[src/rtl/anti_theft_fsm.sv]
// Vehicle anti-theft controller: arm/disarm sequencing, entry delay countdown and timed siren.
// Optional macro STATUS_BLINK_EN: status LED blinks on each tick while ARMED instead of steady on.
module anti_theft_fsm #(
   parameter int unsigned TW = 4
) (
   input  logic          clk,
   input  logic          rst,
   input  logic          ignition,
   input  logic          door_driver,
   input  logic          door_passenger,
   input  logic          reprogram,
   input  logic          tick,
   input  logic [TW-1:0] T_ARM_DELAY,
   input  logic [TW-1:0] T_DRIVER_DELAY,
   input  logic [TW-1:0] T_PASSENGER_DELAY,
   input  logic [TW-1:0] T_ALARM_ON,
   output logic          siren,
   output logic          status,
   output logic [2:0]    state_out,
   output logic [TW-1:0] time_left
);

   typedef enum logic [2:0] {
      StArmed     = 3'd0,
      StWaitDelay = 3'd1,
      StAlarm     = 3'd2,
      StDisarmed  = 3'd3,
      StIgnOff    = 3'd4,
      StDoorOpen  = 3'd5,
      StArmWait   = 3'd6
   } state_e;

`ifdef STATUS_BLINK_EN
   localparam logic StatusRst = 1'b0;
   logic blink_d, blink_q;
`else
   localparam logic StatusRst = 1'b1;
`endif

   state_e        state_d, state_q;
   logic [TW-1:0] count_d, count_q;
   logic          siren_d, siren_q;
   logic          status_d, status_q;
   logic          any_door;
   logic          expired;
   logic [TW-1:0] count_dec;
   logic          status_armed;

   always_comb begin
      any_door  = door_driver | door_passenger;
      // A load of 0 or 1 both expire on the next tick.
      expired   = tick && (count_q <= TW'(1));
      count_dec = count_q - TW'(1);
      state_d   = state_q;
      count_d   = count_q;

      if (reprogram) begin
         state_d = StArmed;
      end else begin
         case (state_q)
            StArmed: begin
               if (door_driver) begin
                  state_d = StWaitDelay;
                  count_d = T_DRIVER_DELAY;
               end else if (door_passenger) begin
                  state_d = StWaitDelay;
                  count_d = T_PASSENGER_DELAY;
               end
            end
            StWaitDelay: begin
               if (ignition) begin
                  state_d = StDisarmed;
               end else if (expired) begin
                  state_d = StAlarm;
                  count_d = T_ALARM_ON;
               end else if (tick) begin
                  count_d = count_dec;
               end
            end
            StAlarm: begin
               if (ignition) begin
                  state_d = StDisarmed;
               end else if (any_door) begin
                  count_d = T_ALARM_ON;
               end else if (expired) begin
                  state_d = StArmed;
               end else if (tick) begin
                  count_d = count_dec;
               end
            end
            StDisarmed: begin
               if (!ignition) state_d = StIgnOff;
            end
            StIgnOff: begin
               if (ignition) state_d = StDisarmed;
               else if (door_driver) state_d = StDoorOpen;
            end
            StDoorOpen: begin
               if (ignition) begin
                  state_d = StDisarmed;
               end else if (!any_door) begin
                  state_d = StArmWait;
                  count_d = T_ARM_DELAY;
               end
            end
            StArmWait: begin
               if (ignition) state_d = StDisarmed;
               else if (any_door) state_d = StDoorOpen;
               else if (expired) state_d = StArmed;
               else if (tick) count_d = count_dec;
            end
            default: state_d = StArmed;
         endcase
      end

      // Only the timed states keep a count; everything else parks it at zero.
      if (!(state_d inside {StWaitDelay, StAlarm, StArmWait})) count_d = '0;

`ifdef STATUS_BLINK_EN
      blink_d = 1'b0;
      if (!reprogram && state_q == StArmed && state_d == StArmed) begin
         blink_d = tick ? ~blink_q : blink_q;
      end
      status_armed = blink_d;
`else
      status_armed = 1'b1;
`endif

      siren_d = (state_d == StAlarm);
      case (state_d)
         StArmed:              status_d = status_armed;
         StWaitDelay, StAlarm: status_d = 1'b1;
         default:              status_d = 1'b0;
      endcase
   end

   always_ff @(posedge clk) begin
      if (rst) begin
         state_q  <= StArmed;
         count_q  <= '0;
         siren_q  <= 1'b0;
         status_q <= StatusRst;
`ifdef STATUS_BLINK_EN
         blink_q  <= 1'b0;
`endif
      end else begin
         state_q  <= state_d;
         count_q  <= count_d;
         siren_q  <= siren_d;
         status_q <= status_d;
`ifdef STATUS_BLINK_EN
         blink_q  <= blink_d;
`endif
      end
   end

   assign siren     = siren_q;
   assign status    = status_q;
   assign state_out = state_q;
   assign time_left = count_q;

endmodule

[config.mk]
export PLATFORM = sky130hd
export DESIGN_NAME = anti_theft_fsm
export DESIGN_NICKNAME = d
export VERILOG_FILES = /design/src/rtl/anti_theft_fsm.sv
export SDC_FILE = /design/constraint.sdc
export NUM_CORES = 1
export LEC_CHECK = 0
export BUFFER_PORTS_ARGS = -buffer_cell sky130_fd_sc_hd__buf_2
export CAP_MARGIN = 20
export CORE_ASPECT_RATIO = 1.5
export CORE_MARGIN = 8
export CORE_UTILIZATION = 46
export DETAILED_ROUTE_END_ITERATION = 10
export PLACE_DENSITY = 0.74
export SYNTH_ARGS = -nofsm -noshare
export SYNTH_HDL_FRONTEND = slang
export SYNTH_SLANG_ARGS = --single-unit
[constraint.sdc]
create_clock -name clk -period 3.75 [get_ports clk]
set_clock_uncertainty 0.2 [all_clocks]
set_input_delay 0 -clock clk [delete_from_list [all_inputs] [get_ports clk]]
set_output_delay 0 -clock clk [all_outputs]
set_load 0.1 [all_outputs]
* Word level (Yosys, flattened, before mapping)
Index checks and enable logic that the tools add are counted.
Storage, ports and cells: word-level logic and storage cells 63, flip-flop bits (word level) 9, output and inout bits 9, input bits 23
Operators by class: reduce and logical (&&, ||, !) cells 8, bitwise gates (word level) 3, eq/ne operators 16, $lt $le $gt $ge 1, multiplexer cells 30, add/subtract/negate cells 1
Operators with widths (number):
- $mux W4 | 12
- $mux W3 | 15
- $pmux W3 S7 | 1
- $pmux W4 S5 | 1
- $eq A3 B3 Y1 const B | 4
- $ne A2 B2 Y1 const B | 6
- $eq A3 B2 Y1 const B | 3
- $reduce_and A9 Y1 | 1
- $eq A3 B1 Y1 const B | 2
- $logic_not A3 Y1 | 2
- $reduce_bool A5 Y1 | 1
- $le A4 B1 Y1 const B | 1
- $sub A4 B1 Y4 const B | 1
- $ne A3 B3 Y1 const B | 1
- $reduce_bool A3 Y1 | 1
- $reduce_or A3 Y1 | 1
- $not A1 Y1 | 2
- $reduce_or A2 Y1 | 1
- $logic_and A1 B1 Y1 | 1
- $mux W1 | 1
- $or A1 B1 Y1 | 1

* Logic depth before layout (Yosys ltp)
Gate-level depths: netlist of the first run.
word-level depth 11, depth in mapped cells 8, mapped depth without buffers 8

* Worst setup path after synthesis of the first run
Ideal clock, no wire load.
kind register to register, from register count_q[0], in the netlist time_left[0], to register count_q[2], in the netlist time_left[2], slack 1.050 ns, path buffers 0, arrival time 2.412 ns, period minus slack after synthesis 2.700 ns, stages on the path, launching flop included 9, data required time 3.462 ns, cells stage by stage dfxtp_1 > inv_1 > ha_1 > o21ba_4 > nand2_1 > o221ai_2 > and4bb_1 > a21oi_2 > nor4_2
Between the ends: longest elaborated chain between the ends 11, elaborated cells on any way between the ends 27, classes of those cells add/sub: 1; order compare: 1; eq/ne: 3; mux: 18; bitwise: 1; reduce/logical: 3
Ends and longest elaborated chain:
- start: declaration | RTL line 41 | logic [TW-1:0] count_d, count_q;
- start signal: assignment | RTL line 148 | count_q <= count_d;
- $le A4 B1 Y1 | RTL line 52 | expired = tick && (count_q <= TW'(1));
- $logic_and A1 B1 Y1 | RTL line 52
- $mux W3 | RTL line 85, 109
- $mux W3 (on tied branches) | RTL line 108, 83
- $mux W3 (on tied branches) | RTL line 107, 81
- $pmux W3 S7 | RTL line 60 | case (state_q)
- $mux W3 | RTL line 57 | if (reprogram) begin
- $eq A3 B1 Y1 (tied with other cells) | RTL line 117 | if (!(state_d inside {StWaitDelay, StAlarm, StArmWait})) count_d = '0;
- $reduce_bool A3 Y1 | RTL line 117
- $not A1 Y1 (no line)
- $reduce_or A2 Y1 (no line)
Parallel ways exist; a longest one is shown, timed or not. The select of a mux whose other input is x is not followed. A chain may end at the register's enable or synchronous reset.

* Worst setup path after layout of the first run
from register count_q[0], in the netlist time_left[0], to register status_q, in the netlist status
Between the ends: longest elaborated chain between the ends 10, elaborated cells on any way between the ends 16, classes of those cells order compare: 1; eq/ne: 2; mux: 10; reduce/logical: 3
Ends and longest elaborated chain:
- $le A4 B1 Y1 * | RTL line 52
- $logic_and A1 B1 Y1 * | RTL line 52
- $mux W3 | RTL line 85, 109
- $mux W3 (on tied branches) | RTL line 108, 83
- $mux W3 (on tied branches) | RTL line 107, 81
- $pmux W3 S7 * | RTL line 60
- $mux W3 * | RTL line 57
- $eq A3 B2 Y1 (tied with other cells) | RTL line 130 | case (state_d)
- $reduce_or A3 Y1 (no line) *
- $mux W1 * | RTL line 130
- end signal: assignment | RTL line 142 | status_q <= StatusRst;
- end signal: assignment | RTL line 150 | status_q <= status_d;
- end: declaration | RTL line 43 | logic status_d, status_q;
Every way passes the cells marked *; elsewhere a longest branch is shown, timed or not.

==> results of run 1 <==
## kinds of logic (layout without fill, tap and decap cells)
kind of cell	Yosys count	in the layout	synth area share (%)
compound gates	38	38	32.70
simple gates	47	47	29.55
buf+inv	13	47	7.660
mux	5	5	5.746
xor+xnor	2	2	1.916
flops	9	9	19.70
fa+ha+maj	2	2	2.736
## worst max-delay path, delay by kind of cell (launching register included)
| kind | cells | cell delay [ps] |
|---|---|---|
| AO/OA/AOI/OAI | 3 | 640 |
| buffers and inverters | 2 | 640 |
| flip-flops | 1 | 440 |
| adder cells (fa/ha/maj) | 1 | 240 |
| AND/OR/NAND/NOR | 2 | 150 |
## state kept, by name, indices dropped and copies added, names as in the netlist
register and count:
status 1, state_out 3, siren 1, time_left 4
## metal layers
layer  GRT usage, %  vias up  part of all wire [%]
li1               -      497                     -
met4          8.092        0                   1.3
met5              0        -                     0
met1          15.55      478                    38
met2          27.28       24                    56
met3          3.145        4                   4.7
## layout make-up
cell class	count	share of cell area, %
multi-input combinational	94	58.48
sequential	9	15.86
timing repair buffer	37	18.94
inverter	6	1.982
tap	22	2.423
clock buffer	4	2.313
## worst min-delay path by stage
| stage | startpoint | to | slack (ps) | cells past startpoint |
|---|---|---|---|---|
| 3_5_place_dp | rst | state_out[2] | 5 | 2 |
| 2_1_floorplan | rst | state_out[2] | -120 | 1 |
| 3_3_place_gp | rst | state_out[2] | 8 | 2 |
| 6_report | T_ALARM_ON[0] | time_left[0] | 40 | 4 |
| 5_1_grt | T_ALARM_ON[0] | time_left[0] | 40 | 4 |
| 4_1_cts | T_ALARM_ON[0] | time_left[0] | 20 | 4 |
## report_power, final
part / switching (uW) / internal (uW) / total (uW)
sequential: 6.66 / 99.0 / 106
clock: 32.2 / 40.9 / 73.1
combinational: 69.3 / 42.7 / 112
## stage by stage
stage / power (uW) / std cells / hold WS [ps]
after global placement: 214.0 / 162 / 7.554
after detailed placement: 215.6 / 162 / 4.642
after floorplan: 189.6 / 116 / -115.8
after global routing: 310.5 / 172 / 43.07
final: 290.8 / 172 / 41.71
after CTS: 294.5 / 172 / 20.90
## cells in the final DEF, fill, tap and decap left out, drive strengths merged, types with 2 or more instances in the layout
| master | Yosys | routed |
|---|---|---|
| buf | 6 | 31 |
| nor2 | 17 | 17 |
| dfxtp | 9 | 9 |
| a21oi | 9 | 9 |
| inv | 6 | 6 |
| nand2 | 6 | 6 |
| dlygate4sd3 | 0 | 6 |
| nor3 | 5 | 5 |
| o21ai | 5 | 5 |
| nand2b | 4 | 4 |
| clkbuf | 1 | 4 |
| o31ai | 3 | 3 |
| mux2i | 3 | 3 |
| a221oi | 3 | 3 |
| and3 | 3 | 3 |
| nor3b | 2 | 2 |
| a31oi | 2 | 2 |
| nand3 | 2 | 2 |
| mux2 | 2 | 2 |
| a22oi | 2 | 2 |
| ha | 2 | 2 |
| a211oi | 2 | 2 |
==> impl_metrics.ini, run 1 <==
[final_layout]
final_core_util_pct = 58.21
nFillCells = 195
multi_input_area_um2 = 664.4
register_area_um2 = 180.2
final_area_um2 = 1136
nets = 176
area_delta_synth_final_pct = 24.21
drive_gt1_share_pct = 31.33
num_antenna_cells = 0

[drt]
drcViolationCount = 0
vias_per_cell = 5.831
drtPass1Iterations = 4
drtAntennaViolNets = 0
avgRoutedWirePerCell_um = 14.85
drt_iter0_markers = 23
vias = 1003
drt_wl_total_um = 2554

[global_routing]
track_usage_pct = 15.31
grt_max_degree = 21
grt_pass1_vias = 1050
antenna_found_initial = 0
grt_pass1_wl_um = 4574
grt-ovfl-total = 0

[sta]
fin_crit_ps = 2429
max_clock_freq_mhz = 411.7
finalSetupViolations = 0
tightest_slew_ps = 617.2
final.period_utilization_pct = 64.77
rsz0062_at_grt = false
hold_viol = 0
tns_ps = 0
drv_slew = 0
slew_headroom_pct = 58.80
setup_ws_ps = 1321

[synth]
yosysWarningCount = 0
yosys.area.top_type = dfxtp_1
yosysSeqAreaShare_pct = 19.70
ys_ff_latch = 9
synthTopCellsByCount = nor2_1 (15), dfxtp_1 (9), a21oi_1 (8), inv_1 (6), nand2_1 (6)
synthCells = 116
syn_nets = 141
synthArstFlopShare_pct = 0
yosys.area.top_type_share_pct = 19.70
synth_cell_types = 50
avgSynthCellArea_um2 = 7.885
synth-edff-count = 0
synthTopCellsByArea = dfxtp_1 (20%), nor2_1 (6.2%), a21oi_1 (4.4%)
ys.flop_type = dfxtp_1
yosysMostFrequentCell = nor2_1
netlist_area_um2 = 914.6

[clocking]
cts.clk_slew.worst_paths_ps = 60
postCtsSetupBuffers = 0
clockBufferDepth = 2
cts_inserted_buffers = 3
postCtsHoldBufs = 6
clkLatencyLatePin_ps = 260
cts_tree = done
cts_resized = 0
cts_htree_levels = 1
cts_sinks = 9
root_buffer = clkbuf_4

[place]
gp_congestion = 0.8386
hpwl_um = 2101
dpl_worst_slack_ps = 1506
port_buffers = 31
dpl-instance-area_um2 = 1050

[pwr]
power_leakage_uw = 0.0004825
ir_drop_v = 0.0001703
powerDensity_nw_per_um2 = 255.9

[setup_path]
r2r_cells = 8
cp.required_ps = 3700
rrSetupSlack_ps = 1320
crit_end = status
cp_slowest_cell = dlygate4sd3_1
crit_chain = inv_1 > ha_1 > o21ba_4 > a311oi_1 > o31ai_1 > nor2_1 > dlygate4sd3_1 > nor2_1
end_kind = flop
crit_fanout = 7
max_stage_delay_ps = 570
crit_path_start_kind = flop
crit_top_cell = nor2_1
r2r-start = time_left[0]
critical_path_arrival_ps = 2380
rr_endpoint = status
crit_path_start = time_left[0]
worstSetupPathType = reg2reg

[die]
initial_core_util_pct = 46.86
io_pins = 32
fp.coreArea_um2 = 1952
die_x_um = 52.41
row_count = 20
die_h_um = 70.61
die_area_um2 = 3701

[run]
drv_cap = 0

[outcome]
status = finished clean

[hold_path]
holdCritPathClass = in2reg
No activity file was read; power rests on OpenSTA's default activity.
==> run 2: changes to the inputs <==
ABC_AREA = 1   (was unset)
clock period = 2.3 ns   (was 3.75 ns; I/O delays follow)
==> impl_metrics.ini, run 2 <==
[setup_path]
worstSetupPathType = reg2reg
max_stage_delay_ps = 540
crit_fanout = 5
crit_buf_inv = 2
crit_family = buffers and inverters
crit_path_start_kind = flop
crit_top_cell = nor2_1
end_kind = flop
critical_path_arrival_ps = 2110
crit_chain = inv_1 > ha_1 > nor2_1 > nor2_1 > o21ai_1 > nand2_1 > nand2_2 > nand2_2 > nor2_1 > dlygate4sd3_1
cp.required_ps = 2250
cp_slowest_cell = dlygate4sd3_1

[die]
fp.coreArea_um2 = 1977
initial_core_util_pct = 46.90
die_h_um = 70.99
die_area_um2 = 3738
die_x_um = 52.66
io_pins = 32
row_count = 20

[final_layout]
most-common-layout-cells = nand2_1 (51), buf_2 (31), nor2_1 (22)
area_delta_synth_final_pct = 30.36
mostFrequentLayoutCell = nand2_1
num_antenna_cells = 0
drive_gt1_share_pct = 30.35
nets = 227
largest_reg_flops = 4

[pwr]
power.total_uw = 480.0
power_leakage_uw = 0.0006440
ir_drop_v = 0.0003542
powerDensity_nw_per_um2 = 397.1

[drt]
drcViolationCount = 0
drt_iter0_markers = 32
drtAntennaViolNets = 0
drt_wl_total_um = 2793
vias = 1128
drtPass1Iterations = 4
avgRoutedWirePerCell_um = 12.52
vias_per_cell = 5.058

[clocking]
clockBufferDepth = 2
clkLatencyLatePin_ps = 260
cts_sinks = 9
cts_inserted_buffers = 3
cts_htree_levels = 1
cts_tree = done
postCtsSetupBuffers = 0
root_buffer = clkbuf_4
cts.clk_slew.worst_paths_ps = 60

[run]
drv_cap = 0

[place]
hpwl_um = 2243
gp_congestion = 0.9225
port_buffers = 31

[sta]
hold_ws_ps = -2.709
final.period_utilization_pct = 93.81
tightest_slew_ps = 518.3
tns_ps = 0
hold_viol = 1
slew_headroom_pct = 65.68
rsz0062_at_grt = false
max_clock_freq_mhz = 463.5
finalSetupViolations = 0
drv_slew = 0
fin_crit_ps = 2158

[global_routing]
grt_pass1_vias = 1117
grt_max_degree = 10
grt-ovfl-total = 0
antenna_found_initial = 0
grt_pass1_wl_um = 4754
track_usage_pct = 16.11

[synth]
synth_cell_types = 22
ys_ff_latch = 9
yosys.area.top_type = nand2_1
synthArstFlopShare_pct = 0
yosysWarningCount = 0
synthTopCellsByCount = nand2_1 (51), nor2_1 (22), inv_1 (16), nand3_1 (13), dfxtp_1 (9)
synthCells = 159
synth-edff-count = 0
ys.flop_type = dfxtp_1
synthTopCellsByArea = nand2_1 (21%), dfxtp_1 (19%), nor2_1 (8.9%)
yosys.area.top_type_share_pct = 20.65
syn_nets = 184
avgSynthCellArea_um2 = 5.831
yosysMostFrequentCell = nand2_1
yosysSeqAreaShare_pct = 19.43
netlist_area_um2 = 927.1

[hold_path]
holdCritPathClass = in2reg

[outcome]
violations = hold timing
status = finished, violations left
[run 2: cell types whose count changed after synthesis, sizes merged, moves of 4 or more]
cell | previous run | this run
buf | 6 | 1
inv | 6 | 20
nand2 | 6 | 61
nand2b | 4 | 0
nand3 | 2 | 14
nor2 | 17 | 30
nor3 | 5 | 0
[run 2: repair_timing]
action                                  in CTS  in global routing
endpoints found under the hold margin        9                  0
resized for setup                            0                  2
hold buffers                                 8                  0
endpoints found under the setup margin       0                  1
[run 2: metrics by stage]
stage               hold WS, ps  worst slack, ps  cells  instance area, um^2  utilization (%)
CTS                       5.680            163.4    223                 1207            61.08
global placement          21.03            493.3    211                 1101            55.70
finish                   -2.709            142.3    223                 1209            61.14
detailed placement        22.01            447.0    211                 1101            55.70
global route              26.48            22.92    223                 1209            61.14
floorplan                -128.3            28.93    159                929.6                -
[run 2: where the power goes]
part           switching, uW  internal [uW]  total, uW
clock                   54.0           66.8        121
combinational            124           66.7        191
sequential              7.62            161        168
total                    186            294        480
[run 2: cell families (layout without fill, tap and decap cells)]
group / count (synthesis) / after routing / share of synthesized area (%)
buffers and inverters: 21 / 63 / 9.311
adder cells (fa/ha/maj): 2 / 2 / 2.699
XOR/XNOR: 3 / 3 / 2.835
AND/OR/NAND/NOR: 105 / 105 / 53.71
flip-flops: 9 / 9 / 19.43
AO/OA/AOI/OAI: 19 / 19 / 12.01
[run 2: final cells by class]
cell class	count	area (um^2)
clock buffers	4	26.28
fillers	201	768.2
inverters	20	75.07
multi-input cells	129	660.6
flip-flops and latches	9	183.9
well taps	22	27.53
repair buffers	39	235.2
[run 2: per-layer routing]
metal	vias up	share of wire, %	track usage [%]
met5	-	0	0
met4	0	1.5	7.514
met3	2	6.6	3.564
met2	48	55	29.80
met1	497	37	15.64
li1	581	-	-
[run 2: final timing paths]
path / end / startpoint / depth (start not counted) / slack (ps)
max: state_out[0] / time_left[0] / 10 / 140
min: time_left[0] / T_ARM_DELAY[0] / 5 / -3
max reg2reg: state_out[0] / time_left[0] / 10 / 140
min reg2reg: time_left[1] / time_left[1] / 2 / 330
[run 2: worst min-delay path, delay by kind of cell]
family	cells	cell delay, ps
compound gates	2	190
simple gates	2	150
buf+inv	1	80
==> run 3: changes to the inputs <==
CORE_ASPECT_RATIO = unset   (was 1.5)
CORE_UTILIZATION = 49   (was 46)
PLACE_DENSITY = 0.78   (was 0.74)
==> impl_metrics.ini, run 3 (same netlist as run 2, synthesis figures left out) <==
[final_layout]
area_delta_synth_final_pct = 30.77
mostFrequentLayoutCell = nand2_1
nets = 227
drive_gt1_share_pct = 30.35
final_core_util_pct = 69.46
most-common-layout-cells = nand2_1 (51), buf_2 (31), nor2_1 (22)
largest_reg_flops = 4
final_cells = 226
num_antenna_cells = 0

[hold_path]
holdCritPathClass = in2reg

[pwr]
ir_drop_v = 0.0004363
power.total_uw = 477.0
powerDensity_nw_per_um2 = 393.4
power_leakage_uw = 0.0006440

[sta]
fin_crit_ps = 2191
hold_viol = 0
hold_ws_ps = 14.21
rsz0062_at_grt = false
final.period_utilization_pct = 95.28
tns_ps = 0
tightest_slew_ps = 494.5
finalSetupViolations = 0
drv_slew = 0
max_clock_freq_mhz = 456.3
slew_headroom_pct = 67.26

[die]
die_x_um = 59.50
fp.coreArea_um2 = 1745
io_pins = 32
row_count = 15
initial_core_util_pct = 53.12
die_h_um = 59.50
die_area_um2 = 3540

[clocking]
cts_sinks = 9
cts.clk_slew.worst_paths_ps = 60
clockBufferDepth = 2
cts_htree_levels = 1
root_buffer = clkbuf_4
clkLatencyLatePin_ps = 250
postCtsSetupBuffers = 0
cts_inserted_buffers = 3
cts_tree = done

[drt]
vias_per_cell = 4.801
avgRoutedWirePerCell_um = 11.78
drtAntennaViolNets = 0
drt_wl_total_um = 2663
drcViolationCount = 0
drt_iter0_markers = 38
vias = 1085
drtPass1Iterations = 4

[setup_path]
crit_path_start_kind = flop
crit_top_cell = nor2_1
crit_fanout = 5
end_kind = flop
cp_slowest_cell = dlygate4sd3_1
max_stage_delay_ps = 540
worstSetupPathType = reg2reg
crit_chain = inv_1 > ha_1 > nor2_1 > nor2_1 > o21ai_1 > nand2_1 > nand2_2 > nand2_2 > nor2_1 > dlygate4sd3_1
critical_path_arrival_ps = 2130
rrSetupSlack_ps = 110
crit_family = buffers and inverters
cp.required_ps = 2240
crit_buf_inv = 2

[global_routing]
track_usage_pct = 15.31
grt_pass1_vias = 1034
grt_pass1_wl_um = 4374
grt_max_degree = 10
antenna_found_initial = 0
grt-ovfl-total = 0

[run]
drv_cap = 0

[place]
dp.cells = 214
port_buffers = 31
hpwl_um = 2155
gp_congestion = 0.9572

[outcome]
status = finished clean
run 3: cell counts in the layout (fill, tap and decap cells not counted):
No cell type changed its count.
run 3: per-stage QoR:
| stage | instance area (um^2) | worst slack (ps) |
|---|---|---|
| 2_1_floorplan | 929.6 | 28.93 |
| 3_3_place_gp | 1105 | 476.1 |
| 3_5_place_dp | 1105 | 427.3 |
| 4_1_cts | 1211 | 122.2 |
| 5_1_grt | 1212 | 3.809 |
| 6_report | 1212 | 108.7 |
run 3: timing repair:
item                                    in CTS  in global routing
endpoints found under the setup margin       0                  1
endpoints found under the hold margin        9                  0
hold buffers                                 8                  0
resized for setup                            0                  2
run 3: path summary, 6_finish.rpt:
check | startpoint | endpoint | cells past startpoint
min reg2reg | time_left[0] | time_left[0] | 2
max reg2reg | time_left[0] | state_out[0] | 10
min | T_ARM_DELAY[2] | time_left[2] | 5
max | time_left[0] | state_out[0] | 10
run 3: per-layer routing:
layer | vias up | global-route usage (%) | routed length, um
li1 | 584 | - | -
met1 | 462 | 19.07 | 1193
met2 | 37 | 25.58 | 1220
met3 | 2 | 4.555 | 235
met4 | 0 | 2.041 | 12
met5 | - | 0 | 0
run 3: area by class of cell:
type	count	area [um^2]
multi-input cells	129	660.6
fillers	162	533.0
repair buffers	39	235.2
flip-flops and latches	9	183.9
inverters	20	75.07
well taps	25	31.28
clock buffers	4	26.28
run 3: tightest hold or removal path: stages:
cell     delay [ps]
buf_2            80
a31oi_1          80
nand3_1          90
nand2_1          50
a21oi_1         120
run 3: where the power goes:
group | internal [uW] | total, uW | switching, uW
combinational | 66.8 | 192 | 125
clock | 66.6 | 117 | 50.6
sequential | 161 | 168 | 6.96
total | 294 | 477 | 183
